## src/rtl/alu_issue_stage_pkg.sv

```systemverilog
// Shared ALU issue definitions: ALU operation codes and MIPS opcode/funct constants.
// Also intended for use by the ALU and the main controller.
package alu_issue_stage_pkg;

  typedef enum logic [2:0] {
    ALU_ADD = 3'b000,
    ALU_SUB = 3'b001,
    ALU_AND = 3'b010,
    ALU_OR  = 3'b011,
    ALU_SLT = 3'b100
  } alu_op_e;

  typedef enum logic {
    B_SEL_RT  = 1'b0,
    B_SEL_IMM = 1'b1
  } b_sel_e;

  typedef enum logic {
    EXT_SIGN = 1'b0,
    EXT_ZERO = 1'b1
  } ext_e;

  localparam logic [5:0] OP_RTYPE = 6'b000000;
  localparam logic [5:0] OP_ADDI  = 6'b001000;
  localparam logic [5:0] OP_LW    = 6'b100011;
  localparam logic [5:0] OP_SW    = 6'b101011;
  localparam logic [5:0] OP_BEQ   = 6'b000100;
  localparam logic [5:0] OP_SLTI  = 6'b001010;
  localparam logic [5:0] OP_ANDI  = 6'b001100;
  localparam logic [5:0] OP_ORI   = 6'b001101;

  localparam logic [5:0] FN_ADD = 6'b100000;
  localparam logic [5:0] FN_SUB = 6'b100010;
  localparam logic [5:0] FN_AND = 6'b100100;
  localparam logic [5:0] FN_OR  = 6'b100101;
  localparam logic [5:0] FN_SLT = 6'b101010;

endpackage

```

## src/rtl/alu_issue_stage_decode.sv

```systemverilog
// Combinational opcode/funct decode: ALU operation, operand-B source,
// immediate extension type and illegal-instruction flag.
module alu_op_decode
  import alu_issue_stage_pkg::*;
(
  input  logic [5:0] opcode,
  input  logic [5:0] funct,
  output alu_op_e    alu_op,
  output b_sel_e     b_sel,
  output ext_e       ext,
  output logic       illegal
);

  always_comb begin
    alu_op  = ALU_ADD;
    b_sel   = B_SEL_RT;
    ext     = EXT_SIGN;
    illegal = 1'b0;
    unique case (opcode)
      OP_RTYPE: begin
        unique case (funct)
          FN_ADD:  alu_op = ALU_ADD;
          FN_SUB:  alu_op = ALU_SUB;
          FN_AND:  alu_op = ALU_AND;
          FN_OR:   alu_op = ALU_OR;
          FN_SLT:  alu_op = ALU_SLT;
          default: illegal = 1'b1;
        endcase
      end
      OP_ADDI, OP_LW, OP_SW: begin
        alu_op = ALU_ADD;
        b_sel  = B_SEL_IMM;
      end
      OP_BEQ:  alu_op = ALU_SUB;
      OP_SLTI: begin
        alu_op = ALU_SLT;
        b_sel  = B_SEL_IMM;
      end
      OP_ANDI: begin
        alu_op = ALU_AND;
        b_sel  = B_SEL_IMM;
        ext    = EXT_ZERO;
      end
      OP_ORI: begin
        alu_op = ALU_OR;
        b_sel  = B_SEL_IMM;
        ext    = EXT_ZERO;
      end
      default: illegal = 1'b1;
    endcase
  end

endmodule

```

## src/rtl/alu_issue_stage.sv

```systemverilog
// ALU issue stage: decodes one instruction per cycle into registered ALU
// operands and operation, with stall/flush control and a saturating illegal counter.
module alu_issue_stage
  import alu_issue_stage_pkg::*;
#(
  parameter int DATA_W = 32,
  parameter int CNT_W  = 8
) (
  input  logic              clk,
  input  logic              rst_n,
  input  logic              valid_in,
  input  logic [5:0]        opcode,
  input  logic [5:0]        funct,
  input  logic [DATA_W-1:0] rs_data,
  input  logic [DATA_W-1:0] rt_data,
  input  logic [15:0]       imm,
  input  logic              stall,
  input  logic              flush,
  output logic [DATA_W-1:0] alu_a,
  output logic [DATA_W-1:0] alu_b,
  output logic [2:0]        alu_op,
  output logic              valid_out,
  output logic              illegal,
  output logic [CNT_W-1:0]  illegal_cnt
);

  alu_op_e dec_op;
  b_sel_e  dec_b_sel;
  ext_e    dec_ext;
  logic    dec_illegal;

  alu_op_decode u_decode (
    .opcode  (opcode),
    .funct   (funct),
    .alu_op  (dec_op),
    .b_sel   (dec_b_sel),
    .ext     (dec_ext),
    .illegal (dec_illegal)
  );

  logic [DATA_W-1:0] imm_ext;
  logic [DATA_W-1:0] b_next;
  logic              load;

  always_comb begin
    imm_ext = (dec_ext == EXT_ZERO) ? {{(DATA_W-16){1'b0}}, imm}
                                    : {{(DATA_W-16){imm[15]}}, imm};
    b_next  = (dec_b_sel == B_SEL_IMM) ? imm_ext : rt_data;
    load    = !flush && !stall && valid_in;
  end

  // Flush wins over stall; an idle decode slot also collapses to a bubble.
  always_ff @(posedge clk or negedge rst_n) begin
    if (!rst_n) begin
      alu_a     <= '0;
      alu_b     <= '0;
      alu_op    <= ALU_ADD;
      valid_out <= 1'b0;
      illegal   <= 1'b0;
    end else if (flush || (!stall && !valid_in)) begin
      alu_a     <= '0;
      alu_b     <= '0;
      alu_op    <= ALU_ADD;
      valid_out <= 1'b0;
      illegal   <= 1'b0;
    end else if (load) begin
      valid_out <= 1'b1;
      illegal   <= dec_illegal;
      if (dec_illegal) begin
        alu_a  <= '0;
        alu_b  <= '0;
        alu_op <= ALU_ADD;
      end else begin
        alu_a  <= rs_data;
        alu_b  <= b_next;
        alu_op <= dec_op;
      end
    end
  end

  always_ff @(posedge clk or negedge rst_n) begin
    if (!rst_n) begin
      illegal_cnt <= '0;
    end else if (load && dec_illegal && (illegal_cnt != '1)) begin
      illegal_cnt <= illegal_cnt + {{(CNT_W-1){1'b0}}, 1'b1};
    end
  end

endmodule

```

## config.mk

```make
export PLATFORM = sky130hd
export DESIGN_NAME = alu_issue_stage
export DESIGN_NICKNAME = d
export VERILOG_FILES = /design/src/rtl/alu_issue_stage_pkg.sv /design/src/rtl/alu_issue_stage_decode.sv /design/src/rtl/alu_issue_stage.sv
export SDC_FILE = /design/constraint.sdc
export NUM_CORES = 1
export LEC_CHECK = 0
export CAP_MARGIN = 30
export CORE_ASPECT_RATIO = 2
export CORE_MARGIN = 3
export CORE_UTILIZATION = 36
export CTS_BUF_LIST = sky130_fd_sc_hd__clkbuf_16
export CTS_CLUSTER_DIAMETER = 200
export CTS_CLUSTER_SIZE = 16
export DETAILED_ROUTE_END_ITERATION = 8
export PLACE_DENSITY = 0.75
export SYNTH_ARGS = -nofsm -noshare
export SYNTH_HDL_FRONTEND = slang
export SYNTH_SLANG_ARGS = --single-unit
```

## constraint.sdc

```tcl
create_clock -name clk -period 1.6 [get_ports clk]
set_input_delay 0.32 -clock clk [delete_from_list [all_inputs] [get_ports clk]]
set_output_delay 0.32 -clock clk [all_outputs]
set_load 0.05 [all_outputs]
```

==> impl_metrics.yaml, run 1 <==
run_status:
  status: "finished with violations"
  violations: "negative setup slack"
die:
  die_area_um2: 10500
  core_um2: 8770
  start_util_pct: 37.8
  rows: 48
  die_h_um: 142
  die_w_um: 73.8
  pin_count: 174
power_and_ir_drop:
  p_int_mw: 3.97
  clkPwrFrac_pct: 36.6
  netSwitchingFraction_pct: 28.2
  vdd_drop_max_uv: 622
  power_frac_seq_pct: 37.3
  p_leak_nw: 2.97
  p_sw_mw: 1.56
  powerDensity_nw_per_um2: 880
  combPwrFrac_pct: 26.1
setup_path:
  max_stage_delay_ps: 540
  critPathRequiredTime_ps: 1810
  path_common_cell: "buf_6"
  r2r_start: "illegal_cnt[0]"
  rrSetupSlack_ps: -80
  startpoint_type: "input port"
  end_kind: "register"
  slowest_stage: "or4_4"
  crit_family: "simple AND/OR/NAND/NOR gates"
  r2r_cells: 6
  critical_path_class: "in -> reg"
  critPathBufInv: 4
  timing.rr.end: "illegal_cnt[3]"
  path_cells: "buf_6, or4_4, a311oi_4, a211oi_4, buf_6, and2_4, buf_4, buf_12, a22o_1"
  critPathMaxFanout: 5
  worstPathArrival_ps: 2050
final_layout:
  nFillCells: 643
  diodes: 0
  fin_nets: 630
  final_core_util_pct: 71.5
  syn_to_final_growth_pct: 89.3
  layout-drive-gt1-share_pct: 38.9
drt:
  wl_per_cell_um: 18.9
  route.met3.wl_um: 702
  wl_um: 12000
  met1_length_um: 3810
  top_layer_used: "met4"
  dr.pass1.iters: 4
  vias_per_cell: 5.22
  antenna_left: 0
  drtIter0Drc: 108
  drc: 0
  via_count: 3327
  met2_length_um: 7130
sta:
  setup_viol: 73
  setup_slack_ps: -244
  grt_setup_unrepaired: "true"
  fin_crit_ps: 1840
  relSlewSlack_pct: 75.0
  worst_slew_pin_slew_ps: 375
  clock_skew_ps: 3.54
  drv_slew: 0
  finalCritPeriodShare_pct: 115
  timing.fmax_ghz: 0.542
  hold_violations: 0
yosys:
  synthTopCellsByArea: "dfrtp_1 (58%), a22o_1 (8.5%), o21ai_0 (5.6%)"
  yosys.area.top_type_share_pct: 58.2
  ys_ff_latch: 77
  yosysMostFrequentCell: "dfrtp_1"
  synth_edf_count: 0
  synth-main-ff-cell: "dfrtp_1"
  syn_area_per_cell_um2: 11.0
  async_reset_ff_share_pct: 100
  synth_warnings: 0
  netlist_instances: 300
  syn_area_um2: 3310
  synth.distinct_cells: 38
  yosysTopAreaCell: "dfrtp_1"
  synthTopCellsByCount: "dfrtp_1 (77), nand2_1 (42), o21ai_0 (37)"
  syn_nets: 398
  ys_seq_area_share_pct: 58.2
clock_network:
  cts_buffers: 9
  clockRootBuffer: "clkbuf_16"
  cts_tree: "done"
  cts_max_level: 3
  cts.path.max_buffers: 2
  clock-sinks: 77
  clkLatencyLatePin_ps: 330
  clkTransAtPathRegs_ps: 60
placement:
  dp_hpwl_um: 8310
  io_buffers: 173
  routabilityCongestion: 0.782
  dp_slack_ps: -877
global_route:
  first_global_vias: 3487
  grt_max_degree: 37
  overflow: 0
  grt_pass1_wl_um: 17300
  antenna_found_initial: 0
  gr-usage-all-layers_pct: 21.9
hold_path:
  hold_path_class: "in -> async"
flow_run:
  maxCapViolCount: 0
[routing by layer]
layer / vias up / global-route usage [%]
li1: 1535 / -
met1: 1627 / 21.0
met2: 139 / 41.1
met5: - / 0
met3: 26 / 4.82
met4: 0 / 11.6
[state kept, by name, indices dropped and copies added (netlist names)]
signal	flops
alu_a	32
alu_b	32
illegal_cnt	8
alu_op	3
illegal	1
valid_out	1
[repair_timing]
action                                 4_1_cts  5_1_grt
pin swaps                                   26       17
buffers inserted                             9        8
gates cloned                                 3        3
hold buffers                                 1        0
gates resized for setup                     77       30
setup endpoints to repair                   76       74
endpoints found under the hold margin       23        0
[worst max-delay path by stage]
| stage | depth (start not counted) | slack (ps) | endpoint | startpoint |
|---|---|---|---|---|
| final | 9 | -240 | alu_a[30] | opcode[1] |
| after global routing | 9 | -260 | alu_a[19] | opcode[1] |
| after detailed placement | 8 | -880 | alu_b[6] | opcode[2] |
| after global placement | 8 | -790 | alu_b[31] | opcode[2] |
| after floorplan | 8 | -360 | alu_a[28] | opcode[4] |
| after CTS | 9 | -250 | alu_a[18] | opcode[1] |
[cells in the final DEF (no fill, tap or decap), drive strengths merged, types with 4 or more instances in the layout]
cell type,instances
nand3,5
nand2,42
clkbuf,13
clkdlybuf4s50,85
o21ai,38
inv,5
mux2i,17
buf,145
dfrtp,77
nor3,5
a22o,32
xor2,6
nor2b,4
nor2,22
[logic make-up after synthesis]
| logic type | Yosys count | share of synthesized area [%] |
|---|---|---|
| adder cells (fa/ha/maj) | 1 | 0.378 |
| flip-flops | 77 | 58.2 |
| AO/OA/AOI/OAI | 81 | 17.2 |
| multiplexers | 18 | 5.48 |
| XOR/XNOR | 6 | 1.59 |
| AND/OR/NAND/NOR | 96 | 13.6 |
| buffers and inverters | 21 | 3.63 |
[per-stage QoR]
stage	hold slack, ps	power [mW]	instances	cell area (um^2)	TNS (ps)
floorplan	24.4	2.58	300	3330	-21060
CTS	445	5.51	629	6060	-9540
detailed placement	261	3.39	601	5450	-59450
global placement	256	3.36	601	5450	-56770
global route	479	5.72	637	6270	-14490
finish	466	5.52	637	6270	-11740
[cell type report]
type | count | area (um^2) | share of cell area [%]
Sequential cell | 77 | 1930 | 30.7
Clock inverter | 7 | 72.6 | 1.16
Tap cell | 100 | 125 | 1.99
Timing Repair Buffer | 239 | 2400 | 38.2
Multi-Input combinational cell | 202 | 1510 | 24.1
Inverter | 3 | 11.3 | 0.180
Clock buffer | 9 | 225 | 3.59
[power groups by stage]
stage / registers, mW / clock network [mW] / logic (mW)
after floorplan: 2.38 / 0 / 0.209
after global placement: 2.09 / 0 / 1.27
after detailed placement: 2.09 / 0 / 1.30
after CTS: 2.06 / 2.07 / 1.39
after global routing: 2.07 / 2.15 / 1.50
final: 2.06 / 2.02 / 1.44
Power figures use the tool's default switching activity.
==> run 2, diff against run 1 <==
Settings changed: REMOVE_ABC_BUFFERS set to 1.
==> run 2 against run 1 <==
Compared with the run above:
- the run still ends with negative setup slack left
- combinational power about the same
- wire length shrank 0.72%
- fmax increased by 2.6%
- utilization is 0.34 points lower
- die area did not move
- final cell count shrank 1.4%
- critical endpoint is now alu_a[13]
- highest routed layer unchanged
==> impl_metrics.yaml, run 2 (synthesized netlist as in run 1, its figures left out) <==
power_and_ir_drop:
  p_leak_nw: 2.93
  powerDensity_nw_per_um2: 905
  finalPower_mw: 5.65
  vdd_drop_max_uv: 839
global_route:
  overflow: 0
  grt_max_degree: 32
  grt_pass1_wl_um: 17900
  antenna_found_initial: 0
  gr-usage-all-layers_pct: 22.9
  first_global_vias: 3470
sta:
  setup_slack_ps: -197
  hold_ws_ps: 466
  setup_viol: 72
  worst_slew_pin_slew_ps: 456
  drv_slew: 0
  grt_setup_unrepaired: "true"
  clock_skew_ps: 1.21
  setup_tns_ps: -10560
  relSlewSlack_pct: 69.6
  hold_violations: 0
  fin_crit_ps: 1800
  timing.fmax_ghz: 0.557
  finalCritPeriodShare_pct: 112
drt:
  drc: 0
  wl_um: 11900
  antenna_left: 0
  vias_per_cell: 5.20
  wl_per_cell_um: 19.0
  drtIter0Drc: 148
  via_count: 3268
  dr.pass1.iters: 4
run_status:
  violations: "negative setup slack"
  status: "finished with violations"
placement:
  dp.cells: 597
  io_buffers: 173
  dp_hpwl_um: 8500
  dp_slack_ps: -958
  routabilityCongestion: 0.754
setup_path:
  critical_path_class: "in -> reg"
  r2r_start: "illegal_cnt[2]"
  critPathRequiredTime_ps: 1820
  slowest_stage: "or4_4"
  path_cells: "buf_6, or4_4, a311oi_4, a211oi_4, buf_12, and2_4, clkbuf_16, a22o_1"
  worstPathArrival_ps: 2010
  startpoint_type: "input port"
  crit_family: "simple AND/OR/NAND/NOR gates"
  max_stage_delay_ps: 540
  end_kind: "register"
  critPathBufInv: 3
  critPathMaxFanout: 8
  worstSetupStartpoint: "opcode[4]"
clock_network:
  cts.path.max_buffers: 2
  clkTransAtPathRegs_ps: 60
  cts_tree: "done"
  clock-sinks: 77
  cts_max_level: 3
  clkLatencyLatePin_ps: 330
  cts_buffers: 9
  clockRootBuffer: "clkbuf_16"
die:
  rows: 48
  core_um2: 8770
  die_h_um: 142
  die_w_um: 73.8
  die_area_um2: 10500
  pin_count: 174
  start_util_pct: 37.8
final_layout:
  syn_to_final_growth_pct: 88.4
  fin_nets: 621
  layout-drive-gt1-share_pct: 37.9
  final_cell_count_no_fill: 628
  mostFrequentLayoutCell: "buf_4"
  largestRegisters: "alu_a: 32 flops, alu_b: 32 flops, illegal_cnt: 8 flops"
  layout_common_cells: "buf_4 (100), clkdlybuf4s50_1 (85), dfrtp_1 (77)"
  diodes: 0
hold_path:
  worstHoldStart: "opcode[1]"
  hold_path_class: "in -> reg"
flow_run:
  maxCapViolCount: 0
run 2: changes by cell type in the layout (fill, tap and decap cells not counted), sizes merged, moves of 2 or more:
cell / previous run / this run
clkbuf: 13 / 11
buf: 145 / 136
dlymetal6s2s: 2 / 0
dlygate4sd2: 2 / 4
bufbuf: 0 / 2
run 2: repair_timing:
action | in CTS | in global routing
gates resized for setup | 115 | 16
pin swaps | 29 | 5
hold endpoints to repair | 29 | 0
cloned | 4 | 2
endpoints found under the setup margin | 76 | 73
hold buffers | 1 | 0
setup buffers | 6 | 2
run 2: path summary, 6_finish.rpt:
path                                        to  slack (ps)  cells past startpoint
worst max-delay path                 alu_a[13]        -200                      8
worst min-delay path                 alu_op[2]         470                      4
worst max register to register  illegal_cnt[1]           0                      5
worst min register to register       alu_b[23]         480                      2
max in group asynchronous            alu_a[26]         600                      3
min in group asynchronous            alu_b[30]         490                      2
run 2: metrics by stage:
stage | instance area [um^2] | util [%]
3_5_place_dp | 5420 | 61.8
3_3_place_gp | 5420 | 61.8
4_1_cts | 6110 | 69.7
6_report | 6240 | 71.2
5_1_grt | 6240 | 71.2
2_1_floorplan | 3200 | -
run 2: final cells by class:
type / instances / area (um^2)
Fill cell: 619 / 2530
Clock inverter: 7 / 91.3
Clock buffer: 9 / 225
Multi-Input combinational cell: 202 / 1520
Inverter: 3 / 11.3
Timing Repair Buffer: 230 / 2340
Tap cell: 100 / 125
Sequential cell: 77 / 1930
run 2: where the power goes:
group,switching (mW),internal (mW)
registers,0.0402,2.02
logic,0.707,0.737
clock network,0.784,1.36
total,1.53,4.12
run 2: per-layer routing:
layer	up-vias	wire, um	global-route usage, %
met3	23	553	4.26
met5	-	0	0
met4	0	354	9.36
met2	113	7250	44.6
li1	1526	-	-
met1	1606	3790	22.3
run 2: tightest hold or removal path, delay by kind of cell:
family | cells | cell delay [ps]
compound gates | 2 | 220
buf+inv | 2 | 210
==> run 3, diff against run 2 <==
Settings changed: SLEW_MARGIN set to 10, TNS_END_PERCENT set to 10.
==> run 3 against run 2 <==
Compared with the run above:
- the run still ends with negative setup slack left
- final cell count is 1.1% lower
- combinational power decreased by 3%
- setup slack worse by 9.0 ps
- via count decreased by 2.9%
- critical path depth unchanged
- hold slack worse by 12 ps
- clock power hardly changed
- utilization fell by 2.4 points
- global-route usage shrank 0.88 points
- sequential cell count is the same
- critical endpoint is now illegal_cnt[1]
- largest cell class unchanged
- highest routed layer unchanged
==> impl_metrics.yaml, run 3 (synthesized netlist as in run 1, its figures left out) <==
run_status:
  status: "finished with violations"
  violations: "negative setup slack"
final_layout:
  multi_input_area_um2: 1450
  nFillCells: 664
  syn_to_final_growth_pct: 82.0
  mostFrequentLayoutCell: "buf_4"
  layout-drive-gt1-share_pct: 34.4
  stdcell_area_um2: 6030
  largestRegisters: "alu_a: 32 flops, alu_b: 32 flops, illegal_cnt: 8 flops"
  fin_nets: 614
  diodes: 0
  seqCellArea_um2: 1930
  layout_common_cells: "buf_4 (99), clkdlybuf4s50_1 (85), dfrtp_1 (77)"
sta:
  drv_slew: 0
  clock_skew_ps: 1.39
  hold_violations: 0
  fin_crit_ps: 1810
  worst_slew_pin_slew_ps: 454
  relSlewSlack_pct: 69.7
  finalCritPeriodShare_pct: 113
  timing.fmax_ghz: 0.554
  setup_slack_ps: -206
  grt_setup_unrepaired: "true"
  hold_ws_ps: 453
  setup_viol: 72
setup_path:
  r2r_start: "illegal_cnt[2]"
  end_kind: "register"
  rrSetupSlack_ps: -90
  critPathMaxFanout: 6
  startpoint_type: "input port"
  critical_path_class: "in -> reg"
  timing.rr.end: "illegal_cnt[1]"
  worstPathArrival_ps: 2020
  r2r_cells: 5
  worstSetupStartpoint: "opcode[4]"
  crit_path_end: "illegal_cnt[1]"
  critPathRequiredTime_ps: 1810
die:
  start_util_pct: 37.8
  pin_count: 174
  rows: 48
  core_um2: 8770
  die_h_um: 142
  die_area_um2: 10500
  die_w_um: 73.8
power_and_ir_drop:
  powerDensity_nw_per_um2: 928
  p_leak_nw: 2.84
  vdd_drop_max_uv: 832
  finalPower_mw: 5.60
placement:
  io_buffers: 173
  dp_hpwl_um: 8500
  dp_slack_ps: -958
  routabilityCongestion: 0.754
  placed_area_um2: 5420
drt:
  wl_um: 11300
  met1_length_um: 3660
  wl_per_cell_um: 18.2
  drc: 0
  route.met3.wl_um: 613
  drtIter0Drc: 148
  vias_per_cell: 5.11
  via_count: 3172
  dr.pass1.iters: 4
  antenna_left: 0
  met2_length_um: 6540
  top_layer_used: "met4"
hold_path:
  hold_path_class: "in -> reg"
clock_network:
  cts_buffers: 9
  cts.path.max_buffers: 2
  clkTransAtPathRegs_ps: 60
  cts_tree: "done"
  clockRootBuffer: "clkbuf_16"
  clock-sinks: 77
  clkLatencyLatePin_ps: 330
  cts_max_level: 3
global_route:
  overflow: 0
  antenna_found_initial: 0
  gr-usage-all-layers_pct: 22.1
  first_global_vias: 3398
  grt_pass1_wl_um: 17300
  grt_max_degree: 32
flow_run:
  maxCapViolCount: 0
[run 3: changes by cell type in the layout (fill, tap and decap cells not counted), moves of 2 or more]
| cell | before | now |
|---|---|---|
| o21ai_0 | 8 | 4 |
| o21ai_2 | 19 | 14 |
| mux2i_4 | 3 | 1 |
| bufbuf_16 | 2 | 0 |
| mux2i_1 | 13 | 16 |
| clkbuf_16 | 11 | 9 |
| buf_6 | 12 | 10 |
| o21ai_1 | 10 | 19 |
| nor3_1 | 3 | 5 |
[run 3: what timing repair did]
| action | in CTS | in global routing |
|---|---|---|
| cloned | 2 | 0 |
| hold buffers | 1 | 0 |
| gates resized for setup | 104 | 14 |
| pin swaps | 30 | 5 |
| endpoints found under the setup margin | 76 | 73 |
| buffers inserted | 3 | 3 |
| endpoints found under the hold margin | 29 | 0 |
[run 3: layout make-up]
type | instances | share of cell area [%]
timing repair buffer | 223 | 36.6
sequential | 77 | 32.0
multi-input combinational | 202 | 24.0
clock buffer | 9 | 3.74
tap | 100 | 2.08
clock inverter | 7 | 1.51
inverter | 3 | 0.187
[run 3: worst max-delay path: stages]
cell and delay, ps:
buf_6 90, or4_4 550, a311oi_4 270, a211oi_4 80, buf_12 140, buf_8 130
nor2_4 120, mux2_4 310
[run 3: how the worst min path moves through the flow]
stage / start / to / slack (ps) / cells after the start
2_1_floorplan: rst_n / alu_a[0] / 20 / 0
3_3_place_gp: rst_n / alu_b[25] / 290 / 1
3_5_place_dp: rst_n / alu_b[23] / 300 / 1
4_1_cts: opcode[1] / alu_op[2] / 450 / 4
5_1_grt: opcode[1] / alu_op[2] / 480 / 4
6_report: opcode[1] / alu_op[2] / 450 / 4
[run 3: stage by stage]
stage	util [%]	TNS [ps]	cells
4_1_cts	67.9	-9090	619
3_3_place_gp	61.8	-60460	597
2_1_floorplan	-	-95660	282
5_1_grt	68.8	-11180	621
3_5_place_dp	61.8	-66220	597
6_report	68.8	-8820	621
[run 3: layer usage]
metal  up-vias  global-route usage (%)
li1       1506                       -
met4         0                    10.9
met5         -                       0
met2       121                    41.6
met3        28                    4.26
met1      1517                    21.7
[run 3: report_power, final]
part	leakage, nW	internal (mW)	switching [mW]
Combinational	1.61	0.708	0.685
Sequential	1.07	2.02	0.0384
Clock	0.161	1.36	0.787
==> RTL edit, RTL diff (flow settings as in run 3) <==
`DATA_W`: 32 -> 64.
--- a/src/rtl/alu_issue_stage.sv
+++ b/src/rtl/alu_issue_stage.sv
@@ -3,7 +3,7 @@
 module alu_issue_stage
   import alu_issue_stage_pkg::*;
 #(
-  parameter int DATA_W = 32,
+  parameter int DATA_W = 64,
   parameter int CNT_W  = 8
 ) (
   input  logic              clk,
Ports: changed (resized alu_a, alu_b, rs_data and rt_data); port bits go from 174 to 302. No check against the original RTL was run, so the function may have changed too.
==> RTL edit against run 3 <==
Non-clock buffer count increased by 161. Setup slack worse by 0.074 ns. The flow still finishes with violations (setup timing). Count of clock-buffer cells in the layout up 8. Largest cell class unchanged. Largest power group unchanged. Wire length rose by 95%. Synthesized area rose by 76%. Sequential cell count rose by 64. Cell area increased by 78%. Total power is 75% higher.
==> RTL edit: results (changes against run 3) <==
| Metric | Value |
|---|---|
| Outcome | finished with violations (unchanged) |
| Failing checks | setup timing (unchanged) |
| Inserted Clock Buffers | 17 (was 9) |
| Gp weighted congestion | 0.8333 (was 0.7543) |
| FF-to-FF End | illegal_cnt[4] (was illegal_cnt[1]) |
| Seq/Total Area, Yosys | 60.65% (was 58.16%) |
| Worst Hold Slack | 0.3588 ns (was 0.4533 ns) |
| Setup WS post-layout | -0.2798 ns (was -0.2059 ns) |
| Sw Pwr | 2.437 mW (was 1.510 mW) |
| Synth cell count leaders | 141 x dfrtp_1, 73 x nand2_1, 64 x a22o_1, 54 x nor2_1, 37 x o21ai_0 (was 77 x dfrtp_1, 42 x nand2_1, 37 x o21ai_0, 32 x a22o_1, 22 x nor2_1) |
| Multiplexer share of the synthesized area | 3.118% (was 5.476%) |
| Maximum vdd drop | 1.142 mV (was 0.8316 mV) |
| First-pass DRT Iterations | 5 (was 4) |
| Fin nets | 1039 (was 614) |
| Vias in the first global route | 5972 (was 3398) |
| H-tree depth | 4 (was 3) |
| Cell Int Power | 7.341 mW (was 4.087 mW) |
| Final WL | 21.99 mm (was 11.28 mm) |
| Gr usage total | 24.55% (was 22.05%) |
| Reg2Reg Depth | 7 (was 5) |
| Combinational share of power | 18.8% (was 24.9%) |
| WL/cell | 20.17 um (was 18.17 um) |
| Compound-cell area share of the yosys netlist | 18.77% (was 17.18%) |
| Worst setup startpoint | opcode[5] (was opcode[4]) |
| Adder-cell share of the synthesized area | 0.2151% (was 0.3776%) |
| Worst clock skew | 0.003249 ns (was 0.001387 ns) |
| # setup viols final | 136 (was 72) |
| Vias per cell | 5.171 (was 5.108) |
| CP arrival | 2.18 ns (was 2.02 ns) |
| Critical Path End | alu_a[59] (was illegal_cnt[1]) |
| Setup TNS | -26.41 ns (was -8.822 ns) |
| Top post-synthesis cells by area | dfrtp_1 61%, a22o_1 9.6%, nand2_1 4.7% (was dfrtp_1 58%, a22o_1 8.5%, o21ai_0 5.6%) |
| Starting DRT DRC Count | 180 (was 148) |
| P_seq | 3.72 mW (was 2.06 mW) |
| First-pass GRT wire length | 32.51 mm (was 17.31 mm) |
-- RTL edit: layer usage --
layer / vias to the layer above / part of all wire [%] / GRT usage, % / routed length, um
met1: 2775 / 32 / 24.23 / 7061
met2: 263 / 57 / 46.07 / 12550
met3: 57 / 6.7 / 6.149 / 1471
li1: 2541 / - / - / -
met5: - / 0 / 0 / 0
met4: 0 / 4.1 / 11.92 / 903
-- RTL edit: kinds of logic (layout without fill, tap and decap cells) --
group	after synthesis	count (layout)
AOI/OAI and AO/OA	146	146
adders and majority gates	1	1
muxes	18	18
xor gates and xnor gates	6	6
and+or+nand+nor	160	160
buffers and inverters	38	417
DFF	141	141
-- RTL edit: area by class of cell --
| class | instances | area, um2 |
|---|---|---|
| multi-input cells | 331 | 2262 |
| fillers | 1150 | 5041 |
| well taps | 201 | 251.5 |
| clock inverters | 14 | 201.4 |
| repair buffers | 384 | 4060 |
| clock buffers | 17 | 425.4 |
| flip-flops and latches | 141 | 3528 |
| inverters | 2 | 7.507 |
-- RTL edit: stage by stage --
step	area (um2)	setup WS, ns
after global routing	10740	-0.3340
after CTS	10640	-0.3098
after global placement	9281	-0.9610
after floorplan	5594	-4.301
final	10740	-0.2798
after detailed placement	9281	-1.042
-- RTL edit: what timing repair did --
| action | in CTS | in global routing |
|---|---|---|
| pin swaps | 32 | 20 |
| resized for setup | 114 | 24 |
| gates cloned | 14 | 2 |
| hold endpoints to repair | 29 | 0 |
| setup endpoints to repair | 140 | 137 |
| hold buffers | 1 | 0 |
| buffers inserted | 19 | 3 |
-- RTL edit: tightest hold or removal path, cell delays in order --
cell	delay, ns
buf_8	0.07
buf_6	0.09
buf_4	0.10
a2111o_1	0.09
o21ai_0	0.06
